--- config.mk ---
export PLATFORM = sky130hd
export DESIGN_NAME = sdio_pixel_packer
export DESIGN_NICKNAME = d
export VERILOG_FILES = /design/src/rtl/sdio_pixel_packer.sv
export SDC_FILE = /design/constraint.sdc
export NUM_CORES = 1
export LEC_CHECK = 0
export BUFFER_PORTS_ARGS = -buffer_cell sky130_fd_sc_hd__buf_4
export CAP_MARGIN = 0
export CORE_ASPECT_RATIO = 2
export CORE_MARGIN = 2
export CORE_UTILIZATION = 50
export DETAILED_ROUTE_END_ITERATION = 10
export PLACE_DENSITY = 0.71
export SYNTH_ARGS = -nofsm -noshare
export SYNTH_HDL_FRONTEND = slang
export SYNTH_SLANG_ARGS = --single-unit
--- constraint.sdc ---
create_clock -name clk -period 5.5 [get_ports clk]
set_input_delay 0.275 -clock clk [delete_from_list [all_inputs] [get_ports clk]]
set_output_delay 0.275 -clock clk [all_outputs]
set_load 0.05 [all_outputs]
--- src/rtl/sdio_pixel_packer.sv ---
// Packs a stream of SDIO payload bytes into RGB565 pixels and issues one
// registered framebuffer write per completed pixel, tracking frame progress.
module sdio_pixel_packer #(
  parameter int FRAME_PIXELS = 384000,
  parameter int ADDR_WIDTH   = 19,
  parameter int BYTE_SWAP    = 0
) (
  input  logic                  clk,
  input  logic                  rst,
  input  logic                  frame_start,
  input  logic                  byte_valid,
  input  logic [7:0]            byte_data,
  output logic [15:0]           fb_data_out,
  output logic                  fb_wr_en,
  output logic [ADDR_WIDTH-1:0] fb_addr,
  output logic                  frame_done,
  output logic                  overflow,
  output logic                  frame_abort,
  output logic [1:0]            fsm_state
);

  // Handshake: byte_valid qualifies byte_data for exactly one cycle and there
  // is no ready/backpressure; frame_start outranks byte_valid in the same cycle.

  typedef enum logic [1:0] {
    IDLE   = 2'd0,
    FIRST  = 2'd1,
    SECOND = 2'd2,
    DONE   = 2'd3
  } state_t;

  localparam logic [ADDR_WIDTH-1:0] LAST_ADDR = ADDR_WIDTH'(FRAME_PIXELS - 1);

  state_t                state, state_next;
  logic [ADDR_WIDTH-1:0] pix_idx, idx_next;
  logic [7:0]            first_byte, first_next;
  logic [15:0]           data_next;
  logic [ADDR_WIDTH-1:0] addr_next;
  logic                  wr_next;
  logic                  done_next;
  logic                  abort_next;
  logic                  ovf_next;

  assign fsm_state = state;

  always_ff @(posedge clk or posedge rst) begin
    if (rst) begin
      state       <= IDLE;
      pix_idx     <= '0;
      first_byte  <= 8'h00;
      fb_data_out <= 16'h0000;
      fb_addr     <= '0;
      fb_wr_en    <= 1'b0;
      frame_done  <= 1'b0;
      frame_abort <= 1'b0;
      overflow    <= 1'b0;
    end else begin
      state       <= state_next;
      pix_idx     <= idx_next;
      first_byte  <= first_next;
      fb_data_out <= data_next;
      fb_addr     <= addr_next;
      fb_wr_en    <= wr_next;
      frame_done  <= done_next;
      frame_abort <= abort_next;
      overflow    <= ovf_next;
    end
  end

  always_comb begin
    state_next = state;
    idx_next   = pix_idx;
    first_next = first_byte;
    data_next  = fb_data_out;
    addr_next  = fb_addr;
    wr_next    = 1'b0;
    done_next  = 1'b0;
    abort_next = 1'b0;
    ovf_next   = overflow;

    if (frame_start) begin
      // A pixel completed last cycle is already in the output registers, so
      // restarting here never loses it; only a half pixel is dropped.
      state_next = FIRST;
      idx_next   = '0;
      ovf_next   = 1'b0;
      abort_next = (state == SECOND) || ((state == FIRST) && (pix_idx != '0));
    end else if (byte_valid) begin
      case (state)
        FIRST: begin
          first_next = byte_data;
          state_next = SECOND;
        end
        SECOND: begin
          wr_next   = 1'b1;
          addr_next = pix_idx;
          if (BYTE_SWAP != 0) data_next = {first_byte, byte_data};
          else                data_next = {byte_data, first_byte};
          if (pix_idx == LAST_ADDR) begin
            done_next  = 1'b1;
            state_next = DONE;
          end else begin
            idx_next   = pix_idx + 1'b1;
            state_next = FIRST;
          end
        end
        default: ovf_next = 1'b1;
      endcase
    end
  end

endmodule

==> impl_metrics.csv, run 1 <==
group,metric,value,unit
cts,clock-sinks,68,
synth,synthAdderAreaFrac,1.60,%
cts,htree_num_levels,3,
cts,path_clk_slew,60,ps
cts,root_buffer,"clkbuf_16",
die,ios,53,
critical_path,rr_worst_depth,8,
detailed_routing,vias_per_cell,5.75,
global_routing,grt_pass1_vias,2268,
synth,yosys_warnings,0,
sta,setup_viol,0,
sta,period_share,46.4,%
synth,syn_area_per_cell,10.9,µm²
global_routing,antenna_found_initial,0,
detailed_routing,final_antenna_net_count,0,
synth,synth_mux_area_share,11.5,%
detailed_routing,vias,2345,
sta,rsz0062_at_grt,"false",
flow_run,cap_violations,0,
die,start_util,52.0,%
worst_hold_path,hold_start,"byte_data[0]",
critical_path,worst_setup_path_start_kind,"register",
die,dieHeight,116,µm
synth,synth-simple-area-share,20.8,%
critical_path,arrival,2770,ps
sta,setup_tns,0,ps
global_routing,grt_max_degree,69,
pwr,vdd_ir_drop_max,0.000200,V
sta,fmax,391,MHz
synth,synth_seq_area_share,54.5,%
cts,cts_inserted_buffers,9,
critical_path,cp_max_fo,33,
critical_path,startpoint,"fsm_state[0]",
critical_path,worstPathCellList,"inv_1, ha_1, and2_1, nand2_1, buf_4, clkinv_1, nand2_1, nand2_1",
critical_path,rr_startpoint,"fsm_state[0]",
die,die_w,59.9,µm
cts,clk_path_buf_depth,2,
pwr,p_per_area,383,nW/µm²
sta,maxSlewHeadroom,44.9,%
detailed_routing,drt_first_iter_violations,112,
synth,synth_compound_area_share,7.45,%
detailed_routing,dr.pass1.iters,4,
critical_path,cp.required,5720,ps
cts,postCtsSetupRepairBufs,0,
cts,ctsResizeCount,0,
die,dieArea,6930,µm²
sta,finalClockSkew,4.61,ps
critical_path,slowest_delay,440,ps
critical_path,critPathTopFamily,"buffers and inverters",
final_layout,nets,356,
synth,synth_top_family_by_area,"simple AND/OR/NAND/NOR gates",
final_layout,drive_gt1_share,33.6,%
detailed_routing,wire_per_inst,16.2,µm
place,gp_congestion,0.833,
die,core,6010,µm²
synth,synth-xor-area-share,0,%
critical_path,path_common_cell,"nand2_1",
place,hpwl,4620,µm
global_routing,grt_pass1_wl,10800,µm
worst_hold_path,worstHoldPathType,"in2reg",
sta,hold_viol_final,0,
synth,ys_types,45,
sta,worstMarginPinSlew,827,ps
global_routing,grtUsageTotal,21.2,%
place,portBuffers,52,
final_layout,n_antenna_cell,0,
synth,syn_area,3120,µm²
critical_path,cp_slowest_cell,"clkinv_1",
place,place_inst,392,
sta,finalMaxSlewViolations,0,
die,num_rows,40,
global_routing,grt_overflow_total,0,
critical_path,crit_cells,8,
final_layout,finalNonFillerCells,408,
detailed_routing,drt_wl_total,6590,µm
worst_hold_path,hold_path_depth,3,
pwr,design_power_total,1.46,mW
critical_path,crit_path_end_kind,"register",
run_status,outcome,"complete, no violations",
critical_path,crit_buf_inv,3,
pwr,cellLeakagePower,1.87,nW
synth,synth_fp_nets,303,
cts,postCtsHoldBufs,0,
sta,period_minus_slack,2550,ps
critical_path,critPathKind,"reg2reg",
detailed_routing,drcViolationCount,0,
cts,cts_tree,"yes",
cts,worstSkewPairLatency,330,ps
synth,syn-instance-count,287,
synth,synth-seq-cells,68,
final_layout,syn_to_final_growth,22.3,%
final cells by class:
class / count / area (µm²)
sequential: 68 / 1700
clock inverter: 6 / 63.8
clock buffer: 10 / 239
multi-input combinational: 197 / 1290
timing repair buffer: 54 / 405
tap: 63 / 78.8
inverter: 10 / 37.5
fill: 534 / 2190
metal layers:
metal | part of all wire [%] | global-route usage [%] | vias to the layer above
met5 | 0 | 0 | -
met4 | 3.7 | 13.9 | 0
met3 | 4.3 | 5.13 | 17
met2 | 54 | 35.7 | 64
met1 | 38 | 22.8 | 1149
li1 | - | - | 1115
placed cells by master (no fill, tap or decap), types with 5 or more instances in the layout:
master     synthesis  routed
nand3_1           10      10
mux2_2            27      27
dfrtp_1           68      68
o31ai_1            5       5
o21ai_0           10      10
nor2_1            11      11
nand4_1            8       8
nand2_1           64      64
a21oi_1           11      11
clkbuf_16          0       9
buf_4              1      54
inv_1              8       7
registers in the layout (all words and copies together), names as in the netlist:
register,flops
overflow,1
first_byte,8
fsm_state,2
fb_addr,19
pix_idx,19
fb_wr_en,1
frame_abort,1
fb_data_out,16
frame_done,1
stage by stage:
stage          hold slack [ps]  area (µm²)  setup WS [ps]  utilization [%]
3_3_place_gp               438        3520           3000             58.5
3_5_place_dp               445        3520           2940             58.5
2_1_floorplan              380        3120           3410                -
4_1_cts                    133        3820           2930             63.6
6_report                   143        3820           2950             63.6
5_1_grt                    154        3820           2670             63.6
worst paths after layout:
| path | to | slack [ps] |
|---|---|---|
| max | fb_data_out[3] | 2950 |
| min | fb_data_out[8] | 140 |
| max reg2reg | fb_data_out[3] | 2950 |
| min reg2reg | fb_data_out[0] | 460 |
| max in group asynchronous | pix_idx[16] | 4760 |
| min in group asynchronous | fb_data_out[12] | 180 |
kinds of logic after synthesis:
logic type,count (synthesis)
DFF,68
muxes,31
buffers and inverters,22
AOI/OAI and AO/OA,36
and+or+nand+nor,126
adders and majority gates,4
cells in the mapped netlist (all sizes together):
library cell,n,area share [%]
nor4b,1,0.28
nor4,5,1.5
nand2,64,7.7
nor2b,4,0.80
and4,4,1.2
and2,2,0.40
nor3,1,0.16
mux2i,1,0.32
nand3,11,2.2
mux2,30,11
buf,6,1.4
nor2,11,1.3
and2b,3,0.84
o41ai,1,0.28
nor3b,1,0.24
o21ai,10,1.6
a21oi,14,2.6
a211oi,2,0.48
nand4,8,1.6
dlygate4sd1,1,0.28
or4,4,0.96
or3,5,1.2
and3,2,0.44
inv,8,0.96
o31ai,5,1.2
clkinv,2,0.24
o311ai,2,0.80
a211o,1,0.28
dfrtp,68,54
clkbuf,5,1.2
a31oi,1,0.20
ha,4,1.6
where the power goes:
part | switching, mW | total, mW | internal, mW
clock network | 0.212 | 0.574 | 0.362
logic | 0.209 | 0.299 | 0.0904
registers | 0.0305 | 0.588 | 0.558
total | 0.451 | 1.46 | 1.01
worst reg2reg max path, stage by stage (launching register included):
cell      delay (ps)
dfrtp_1          390
inv_1             60
ha_1             230
and2_1           290
nand2_1          370
buf_4            400
clkinv_1         460
nand2_1          190
nand2_1           70
Note: power is estimated with default switching activity, not from simulation.
==> inputs of run 2 (changes only) <==
--- a/config.mk
+++ b/config.mk
@@ -11,7 +11,7 @@
 export CORE_MARGIN = 2
 export CORE_UTILIZATION = 50
 export DETAILED_ROUTE_END_ITERATION = 10
-export PLACE_DENSITY = 0.71
+export PLACE_DENSITY = 0.74
 export SYNTH_ARGS = -nofsm -noshare
 export SYNTH_HDL_FRONTEND = slang
 export SYNTH_SLANG_ARGS = --single-unit
==> constraint.sdc (replaced) <==
create_clock -name clk -period 2.2 [get_ports clk]
set_input_delay 0.11 -clock clk [delete_from_list [all_inputs] [get_ports clk]]
set_output_delay 0.11 -clock clk [all_outputs]
set_load 0.05 [all_outputs]
==> impl_metrics.csv, run 2 (same netlist as run 1, synthesis figures left out) <==
group,metric,value,unit
sta,setup_viol,0,
worst_hold_path,hold_end,"overflow",
flow_run,cap_violations,0,
cts,ctsResizeCount,0,
place,place_ws,209,ps
critical_path,slowest_delay,450,ps
run_status,outcome,"complete, no violations",
critical_path,rr_worst_depth,5,
critical_path,critPathKind,"reg2reg",
pwr,p_per_area,937,nW/µm²
sta,period_share,90.6,%
pwr,share_comb_of_total_power,20.6,%
cts,path_clk_slew,50,ps
place,gp_congestion,0.856,
final_layout,layout_commonest_cell,"dfrtp_1",
critical_path,critPathTopFamily,"simple AND/OR/NAND/NOR gates",
critical_path,cp_slowest_cell,"dfrtp_1",
final_layout,reg.largest.list,"fb_addr x19, pix_idx x19, fb_data_out x16",
critical_path,r2r_slack,210,ps
sta,worstMarginPinSlew,440,ps
cts,cts_tree,"yes",
pwr,pwr-share-clk,40.3,%
die,die_w,59.9,µm
die,ios,53,
cts,postCtsSetupRepairBufs,0,
final_layout,final_cell_mix,"68 x dfrtp_1, 64 x nand2_1, 61 x buf_4",
sta,maxSlewHeadroom,70.4,%
sta,setup_slack,208,ps
pwr,cellLeakagePower,1.97,nW
detailed_routing,final_antenna_net_count,0,
sta,period_minus_slack,1990,ps
die,core,6010,µm²
final_layout,n_antenna_cell,0,
global_routing,antenna_found_initial,0,
critical_path,regToRegEndpoint,"pix_idx[4]",
final_layout,n_fill_cell,491,
final_layout,nets,374,
global_routing,grt_pass1_vias,2421,
detailed_routing,drt_wl_total,6920,µm
global_routing,grt_pass1_wl,11600,µm
critical_path,crit_buf_inv,1,
detailed_routing,vias,2451,
cts,clock-sinks,68,
cts,clk_path_buf_depth,2,
die,start_util,52.0,%
cts,root_buffer,"clkbuf_16",
detailed_routing,vias_per_cell,5.75,
cts,htree_num_levels,3,
global_routing,grtUsageTotal,22.8,%
critical_path,rr_startpoint,"pix_idx[13]",
critical_path,cp_max_fo,11,
detailed_routing,dr.pass1.iters,4,
detailed_routing,drt_first_iter_violations,105,
sta,finalMaxSlewViolations,0,
sta,fmax,502,MHz
critical_path,worstPathCellList,"or3_4, nor4_4, buf_4, a211oi_1, mux2_2",
global_routing,grt_overflow_total,0,
final_layout,syn_to_final_growth,28.6,%
die,dieArea,6930,µm²
detailed_routing,wire_per_inst,16.2,µm
pwr,swShare,29.4,%
final_layout,drive_gt1_share,33.9,%
worst_hold_path,hold_start,"byte_valid",
pwr,p_seq_share,39.1,%
critical_path,arrival,2210,ps
pwr,internal_power,2.66,mW
place,portBuffers,52,
sta,setup_tns,0,ps
critical_path,cp.required,2410,ps
place,hpwl,4810,µm
critical_path,crit_path_end_kind,"register",
detailed_routing,drcViolationCount,0,
cts,cts_inserted_buffers,9,
sta,rsz0062_at_grt,"false",
worst_hold_path,worstHoldPathType,"in2reg",
die,dieHeight,116,µm
sta,hold_viol_final,0,
worst_hold_path,hold_path_depth,3,
critical_path,worst_setup_path_start_kind,"register",
die,num_rows,40,
pwr,vdd_ir_drop_max,0.000536,V
global_routing,grt_max_degree,69,
pwr,net-switching-power,1.11,mW
cts,worstSkewPairLatency,330,ps
sta,finalClockSkew,6.14,ps
==> run 2: cell count changes in the layout (fill, tap and decap cells not counted), moves of 2 or more <==
cell           before  now
dlygate4sd3_1       0    9
buf_4              54   61
buf_12              0    2
clkbuf_1            0    2
==> run 2: final cells by class <==
cell class                 instances  area [µm²]  share of cell area, %
inverter                          10        37.5                  0.934
clock buffer                      12         246                   6.14
sequential                        68        1700                   42.4
tap                               63        78.8                   1.96
clock inverter                     4        72.6                   1.81
timing repair buffer              72         588                   14.6
multi-input combinational        197        1290                   32.2
==> run 2: power by group through the flow <==
stage               Sequential [mW]  Combinational (mW)  Clock, mW
detailed placement             1.50               0.768          0
finish                         1.47               0.775       1.52
floorplan                      1.84               0.171          0
global placement               1.49               0.758          0
CTS                            1.47               0.783       1.55
global route                   1.49               0.833       1.60
==> run 2: metrics by stage <==
stage / utilization, % / hold WS, ps / cells / cell area (µm²) / total power, mW
floorplan: - / 215 / 287 / 3120 / 2.01
global placement: 60.1 / 215 / 401 / 3610 / 2.24
detailed placement: 60.1 / 218 / 401 / 3610 / 2.26
CTS: 66.9 / 58.7 / 426 / 4020 / 3.81
global route: 66.9 / 92.9 / 426 / 4020 / 3.92
finish: 66.9 / 67.3 / 426 / 4020 / 3.76
==> run 2: what timing repair did <==
action                     4_1_cts  5_1_grt
hold endpoints to repair        76        0
hold buffers                     9        0
setup endpoints to repair        0        0
==> run 2: worst min-delay path, stage by stage <==
cell and delay, ps:
buf_4 110, a21oi_1 60, nor2_1 80
==> run 2: worst max path at each step <==
stage            startpoint             end  slack, ps  depth (start not counted)
5_1_grt        fsm_state[0]     pix_idx[11]         30                          6
2_1_floorplan  fsm_state[0]  fb_data_out[0]        110                          9
3_3_place_gp     pix_idx[0]      pix_idx[4]        230                          6
6_report        pix_idx[13]      pix_idx[4]        210                          5
3_5_place_dp     pix_idx[0]      pix_idx[4]        210                          6
4_1_cts          pix_idx[0]      pix_idx[4]        200                          6
==> run 2: layer usage <==
| metal | track usage [%] | share of wire (%) | vias to the layer above |
|---|---|---|---|
| met2 | 37.3 | 54 | 86 |
| met1 | 24.7 | 37 | 1198 |
| met5 | 0 | 0 | - |
| li1 | - | - | 1146 |
| met3 | 5.92 | 4.6 | 21 |
| met4 | 16.0 | 4.7 | 0 |
